[src/rtl/vga_reg_scanner_pkg.sv]
// Shared definitions for the register-window scanner, font mux and text renderer:
// FSM encoding, default scan window geometry and the substitute character for unanswered positions.
package vga_reg_scanner_pkg;

  typedef enum logic [2:0] {
    S_IDLE   = 3'd0,
    S_DRIVE  = 3'd1,
    S_SAMPLE = 3'd2,
    S_WRITE  = 3'd3,
    S_PARK   = 3'd4,
    S_DONE   = 3'd5
  } scan_state_t;

  localparam int DEF_COLS      = 80;
  localparam int DEF_ROW_FIRST = 3;
  localparam int DEF_ROW_LAST  = 33;
  localparam int DEF_COL_FIRST = 10;
  localparam int DEF_COL_LAST  = 17;

  localparam logic [7:0] PLACEHOLDER_CHAR = 8'h3F;

endpackage

[src/rtl/vga_reg_scanner_if.sv]
// Text-RAM write port: the scanner holds we/addr/data until the RAM raises ready.
interface vga_reg_scanner_if;
  logic        ram_we;
  logic [11:0] ram_addr;
  logic [7:0]  ram_data;
  logic        ram_ready;

  modport master (output ram_we, ram_addr, ram_data, input ram_ready);
  modport slave  (input ram_we, ram_addr, ram_data, output ram_ready);
endinterface

[src/rtl/vga_reg_scanner.sv]
// Walks a rectangular window of the register display, asks the font mux for each
// character and copies it into text RAM, one position at a time.
module vga_reg_scanner
  import vga_reg_scanner_pkg::*;
#(
  parameter int COLS       = DEF_COLS,
  parameter int ROW_FIRST  = DEF_ROW_FIRST,
  parameter int ROW_LAST   = DEF_ROW_LAST,
  parameter int COL_FIRST  = DEF_COL_FIRST,
  parameter int COL_LAST   = DEF_COL_LAST,
  parameter int SAMPLE_TMO = 4
) (
  input  logic                      clk,
  input  logic                      rst,
  input  logic                      start,
  input  logic                      auto,
  output logic [7:0]                col,
  output logic [7:0]                row,
  input  logic [7:0]                char_in,
  input  logic                      char_valid,
  output logic                      busy,
  output logic                      done,
  vga_reg_scanner_if.master         ram
);

  localparam int TMO_W = (SAMPLE_TMO > 1) ? $clog2(SAMPLE_TMO) : 1;
  localparam logic [11:0]      ADDR_FIRST = 12'(ROW_FIRST * COLS + COL_FIRST);
  // Row wrap jumps from COL_LAST of one row to COL_FIRST of the next.
  localparam logic [11:0]      ROW_STEP   = 12'(COLS - (COL_LAST - COL_FIRST));
  localparam logic [7:0]       ROW_F      = 8'(ROW_FIRST);
  localparam logic [7:0]       ROW_L      = 8'(ROW_LAST);
  localparam logic [7:0]       COL_F      = 8'(COL_FIRST);
  localparam logic [7:0]       COL_L      = 8'(COL_LAST);
  localparam logic [TMO_W-1:0] TMO_LAST   = TMO_W'(SAMPLE_TMO - 1);

  scan_state_t      state_reg, state_next;
  logic [7:0]       row_reg, row_next;
  logic [7:0]       col_reg, col_next;
  logic [11:0]      addr_reg, addr_next;
  logic [7:0]       data_reg, data_next;
  logic [TMO_W-1:0] tmo_reg, tmo_next;

  always_ff @(posedge clk) begin
    if (rst) begin
      state_reg <= S_IDLE;
      row_reg   <= '0;
      col_reg   <= '0;
      addr_reg  <= '0;
      data_reg  <= '0;
      tmo_reg   <= '0;
    end else begin
      state_reg <= state_next;
      row_reg   <= row_next;
      col_reg   <= col_next;
      addr_reg  <= addr_next;
      data_reg  <= data_next;
      tmo_reg   <= tmo_next;
    end
  end

  always_comb begin
    state_next   = state_reg;
    row_next     = row_reg;
    col_next     = col_reg;
    addr_next    = addr_reg;
    data_next    = data_reg;
    tmo_next     = tmo_reg;
    col          = '0;
    row          = '0;
    ram.ram_we   = 1'b0;
    ram.ram_addr = addr_reg;
    ram.ram_data = data_reg;
    busy         = (state_reg != S_IDLE);
    done         = (state_reg == S_DONE);

    case (state_reg)
      S_IDLE: begin
        if (start) begin
          row_next   = ROW_F;
          col_next   = COL_F;
          addr_next  = ADDR_FIRST;
          state_next = S_DRIVE;
        end
      end
      S_DRIVE: begin
        col        = col_reg;
        row        = row_reg;
        tmo_next   = '0;
        state_next = S_SAMPLE;
      end
      S_SAMPLE: begin
        col = col_reg;
        row = row_reg;
        if (char_valid) begin
          data_next  = char_in;
          tmo_next   = '0;
          state_next = S_WRITE;
        end else if (tmo_reg == TMO_LAST) begin
          data_next  = PLACEHOLDER_CHAR;
          tmo_next   = '0;
          state_next = S_WRITE;
        end else begin
          tmo_next = tmo_reg + 1'b1;
        end
      end
      S_WRITE: begin
        ram.ram_we = 1'b1;
        if (ram.ram_ready) state_next = S_PARK;
      end
      S_PARK: begin
        // col/row stay at zero here so the mux sees a fresh select next DRIVE.
        if (row_reg == ROW_L && col_reg == COL_L) begin
          state_next = S_DONE;
        end else if (col_reg == COL_L) begin
          col_next   = COL_F;
          row_next   = row_reg + 8'd1;
          addr_next  = addr_reg + ROW_STEP;
          state_next = S_DRIVE;
        end else begin
          col_next   = col_reg + 8'd1;
          addr_next  = addr_reg + 12'd1;
          state_next = S_DRIVE;
        end
      end
      S_DONE: begin
        if (auto) begin
          row_next   = ROW_F;
          col_next   = COL_F;
          addr_next  = ADDR_FIRST;
          state_next = S_DRIVE;
        end else begin
          state_next = S_IDLE;
        end
      end
      default: state_next = S_IDLE;
    endcase
  end

endmodule

[src/flat_wrapper.sv]
// flat-port wrapper written by rule: the top's interface ports become plain ports
module vga_reg_scanner_flat import vga_reg_scanner_pkg::*;
#(
  parameter int COLS       = DEF_COLS,
  parameter int ROW_FIRST  = DEF_ROW_FIRST,
  parameter int ROW_LAST   = DEF_ROW_LAST,
  parameter int COL_FIRST  = DEF_COL_FIRST,
  parameter int COL_LAST   = DEF_COL_LAST,
  parameter int SAMPLE_TMO = 4
)
  (clk, rst, start, auto, col, row, char_in, char_valid, busy, done, ram_ram_we, ram_ram_addr, ram_ram_data, ram_ram_ready);
  vga_reg_scanner_if ram_i ();
  input  logic clk;
  input  logic rst;
  input  logic start;
  input  logic auto;
  output logic [7:0] col;
  output logic [7:0] row;
  input  logic [7:0] char_in;
  input  logic char_valid;
  output logic busy;
  output logic done;
  output wire logic [$bits(ram_i.ram_we)-1:0] ram_ram_we;
  output wire logic [$bits(ram_i.ram_addr)-1:0] ram_ram_addr;
  output wire logic [$bits(ram_i.ram_data)-1:0] ram_ram_data;
  input wire logic [$bits(ram_i.ram_ready)-1:0] ram_ram_ready;
  assign ram_ram_we = ram_i.ram_we;
  assign ram_ram_addr = ram_i.ram_addr;
  assign ram_ram_data = ram_i.ram_data;
  assign ram_i.ram_ready = ram_ram_ready;
  vga_reg_scanner #(.COLS(COLS), .ROW_FIRST(ROW_FIRST), .ROW_LAST(ROW_LAST), .COL_FIRST(COL_FIRST), .COL_LAST(COL_LAST), .SAMPLE_TMO(SAMPLE_TMO)) u_core (.clk(clk), .rst(rst), .start(start), .auto(auto), .col(col), .row(row), .char_in(char_in), .char_valid(char_valid), .busy(busy), .done(done), .ram(ram_i));
endmodule
[config.mk]
export PLATFORM = sky130hd
export DESIGN_NAME = vga_reg_scanner_flat
export DESIGN_NICKNAME = d
export VERILOG_FILES = /design/src/rtl/vga_reg_scanner_pkg.sv /design/src/rtl/vga_reg_scanner_if.sv /design/src/rtl/vga_reg_scanner.sv /design/src/flat_wrapper.sv
export SDC_FILE = /design/constraint.sdc
export NUM_CORES = 1
export LEC_CHECK = 0
export ABC_AREA = 1
export CORE_AREA = 4 4 58 112
export DETAILED_ROUTE_END_ITERATION = 10
export DIE_AREA = 0 0 62 116
export PLACE_DENSITY = 0.72
export SKIP_CTS_REPAIR_TIMING = 1
export SLEW_MARGIN = 40
export SYNTH_ARGS = -nofsm -noshare
export SYNTH_HDL_FRONTEND = slang
export SYNTH_SLANG_ARGS = --single-unit
[constraint.sdc]
create_clock -name clk -period 1.58 [get_ports clk]
set_input_delay 0.237 -clock clk [delete_from_list [all_inputs] [get_ports clk]]
set_output_delay 0.237 -clock clk [all_outputs]
set_load 0.02 [all_outputs]
==> results.yml <==
drt:
  dr_wl_met2_um: 4814
  viasPerCell: 5.340
  drc: 0
  drtPass1Iterations: 4
  routedWlPerCell_um: 14.77
  met1Wirelength_um: 2925
  ant_nets: 0
  top_layer: "met4"
  met3_wirelength_um: 371
  drt-total-wl_um: 8374
  vias: 3028
  drt-initial-drc-count: 214
synthesis:
  yosysTopAreaCellShare: 0.3273
  synthAdderAreaFrac: 0.03992
  synth_xor_area_frac: 0.006986
  avgSynthCellArea_um2: 6.429
  netlist_top_cells_area: "dfxtp_1 (33%), nand2_1 (16%), nor2_1 (9.0%)"
  synth_area_mm2: 0.002507
  synth_top_family_by_area: "simple AND/OR/NAND/NOR gates"
  synth-edff-count: 0
  yosys.area.top_type: "dfxtp_1"
  synth_cells: 390
  ys_warn_count: 0
  async_flop_share: 0
  yosys.cell_types.count: 31
  synth_fp_nets: 412
  synth-simple-area-share: 0.4017
  synthFlopType: "dfxtp_1"
  synth_compound_area_frac: 0.1173
  postSynthRegisterBits: 41
  synthMuxAreaShare: 0
  synth_seq_area_share: 0.3273
clock_network:
  clock-sinks: 41
  path_clk_slew_ns: 0.06
  clock_latency_ns: 0.29
  cts_buffers: 5
  clockBufferDepth: 2
  cts_tree: "built"
  cts_max_level: 2
  root_buffer: "clkbuf_16"
worst_setup_path:
  cp_cell_sequence: "inv_2, ha_4, nand2_4, nor2_4, ha_4, nand2_4, nor2_4, nor2_2, nand2_1, nand2_2, nand3_2, nand2_2, a21oi_2"
  critPathKind: "flip-flop to flip-flop"
  crit_path_end_kind: "flip-flop"
  worstPathRequired_ns: 1.75
  cp_max_fo: 3
  critPathArrivalTime_ns: 1.94
  max_stage_delay_ns: 0.33
  cp_top_family: "simple AND/OR/NAND/NOR gates"
  critPathSlowestCell: "dfxtp_2"
  start_kind: "flip-flop"
  cp_num_buf_inv: 1
cells_and_area:
  stdcell_count: 567
  nFillCells: 413
  final_common_cell: "nand2_1"
  layout_common_cells: "nand2_1 (91), buf_4 (50), inv_1 (44)"
  drive_gt1_frac: 0.3557
  largest_reg_flops: 12
  area_growth_pct: 67.37
  final_nets: 527
  n_antenna_cell: 0
global_routing:
  grt-ovfl-total: 0
  grt_pass1_wl_um: 12360
  grt_use_total: 0.2276
  antenna_found_initial: 0
  grt_pass1_vias: 2878
  grt_max_degree: 20
die:
  dieArea_mm2: 0.007192
  coreArea_mm2: 0.005709
  rows: 39
  start_util: 0.4392
  ios: 53
  die_h_um: 116
  die_w_um: 62
placement:
  dp_hpwl_um: 5700
  dp.cells: 541
  pre_cts_slack_ns: -0.2716
  gp_congestion: 0.8860
  io_buffers: 52
power_and_ir_drop:
  p_leak_nw: 1.905
  total_power_mw: 6.614
  power_density_mw_per_mm2: 1576
  vdd_drop_max_mv: 1.477
timing:
  period_needed_ns: 1.772
  skew_ns: 0.005616
  fin_crit_sh: 1.121
  slew_viol_final: 0
  tns_ns: -3.601
  holdWs_ns: 0.4626
  finalSetupViolations: 37
  slew_headroom: 0.8097
  finalHoldViolCount: 0
  max_freq_mhz: 564.4
  tightest_slew_ns: 0.2851
  worst_slack_ns: -0.1918
  rsz0062_at_grt: "true"
run_status:
  outcome: "finished, violations left"
  violations: "setup timing"
hold_path:
  hold_path_class: "flip-flop to flip-flop"
job:
  drv_cap: 0
[cells by family (layout without fill, tap and decap cells)]
group                    after synthesis  count (layout)
buffers and inverters                 62             176
AND/OR/NAND/NOR                      229             231
adder cells (fa/ha/maj)                8               8
XOR/XNOR                               2               2
flip-flops                            41              41
AO/OA/AOI/OAI                         48              48
[synthesized netlist by cell type (2+ instances only)]
cell type	instances
nand2_1	106
nor2_1	60
inv_1	48
dfxtp_1	41
nand3_1	29
a21oi_1	28
nand4_1	20
ha_1	8
o21ai_0	8
o221a_2	6
clkbuf_1	3
inv_2	3
nor2_2	3
nor3_1	3
a211oi_1	2
buf_4	2
buf_6	2
clkinv_1	2
nand2_2	2
nor2_4	2
o211ai_1	2
[metrics by stage]
stage                     instance area [um^2]    util
final                                     4197  0.7350
after global routing                      4197  0.7350
after CTS                                 3645  0.6384
after detailed placement                  3487  0.6108
after global placement                    3487  0.6108
after floorplan                           2594       -
[layer usage]
metal  vias to the layer above  GRT usage
met3                        19    0.04905
met1                      1417     0.2251
met2                        91     0.4266
met5                         -          0
li1                       1501          -
met4                         0    0.09348
[power breakdown]
part | internal, mW | total, mW | switching (mW)
clock network | 0.669 | 1.08 | 0.416
logic | 1.85 | 4.02 | 2.17
registers | 1.28 | 1.51 | 0.231
total | 3.80 | 6.61 | 2.82
[area by class of cell]
type,instances,area [um^2],share of cell area
inverter,53,201.4,0.04800
tap,61,76.32,0.01819
clock inverter,1,5.005,0.001193
clock buffer,7,152.6,0.03637
timing repair buffer,115,1124,0.2677
sequential,41,829.5,0.1977
multi-input combinational,289,1808,0.4308
[path summary, 6_finish.rpt]
kind,start,endpoint,slack [ns],cells past startpoint
worst max-delay path,u_core.col_reg[1]$_SDFFE_PP0P_,u_core.ram.ram_addr[7]$_SDFFE_PP0P_,-0.19,13
worst max register to register,u_core.col_reg[1]$_SDFFE_PP0P_,u_core.ram.ram_addr[7]$_SDFFE_PP0P_,-0.19,13
worst min-delay path,u_core.ram.ram_data[6]$_SDFFE_PP0P_,u_core.ram.ram_data[6]$_SDFFE_PP0P_,0.46,2
worst min register to register,u_core.ram.ram_data[6]$_SDFFE_PP0P_,u_core.ram.ram_data[6]$_SDFFE_PP0P_,0.46,2
[worst min-delay path, stage by stage, from the launching register on]
cell	delay, ns
dfxtp_1	0.31
nand2_1	0.06
a21oi_1	0.05
Note: power is estimated with default switching activity, not from simulation.
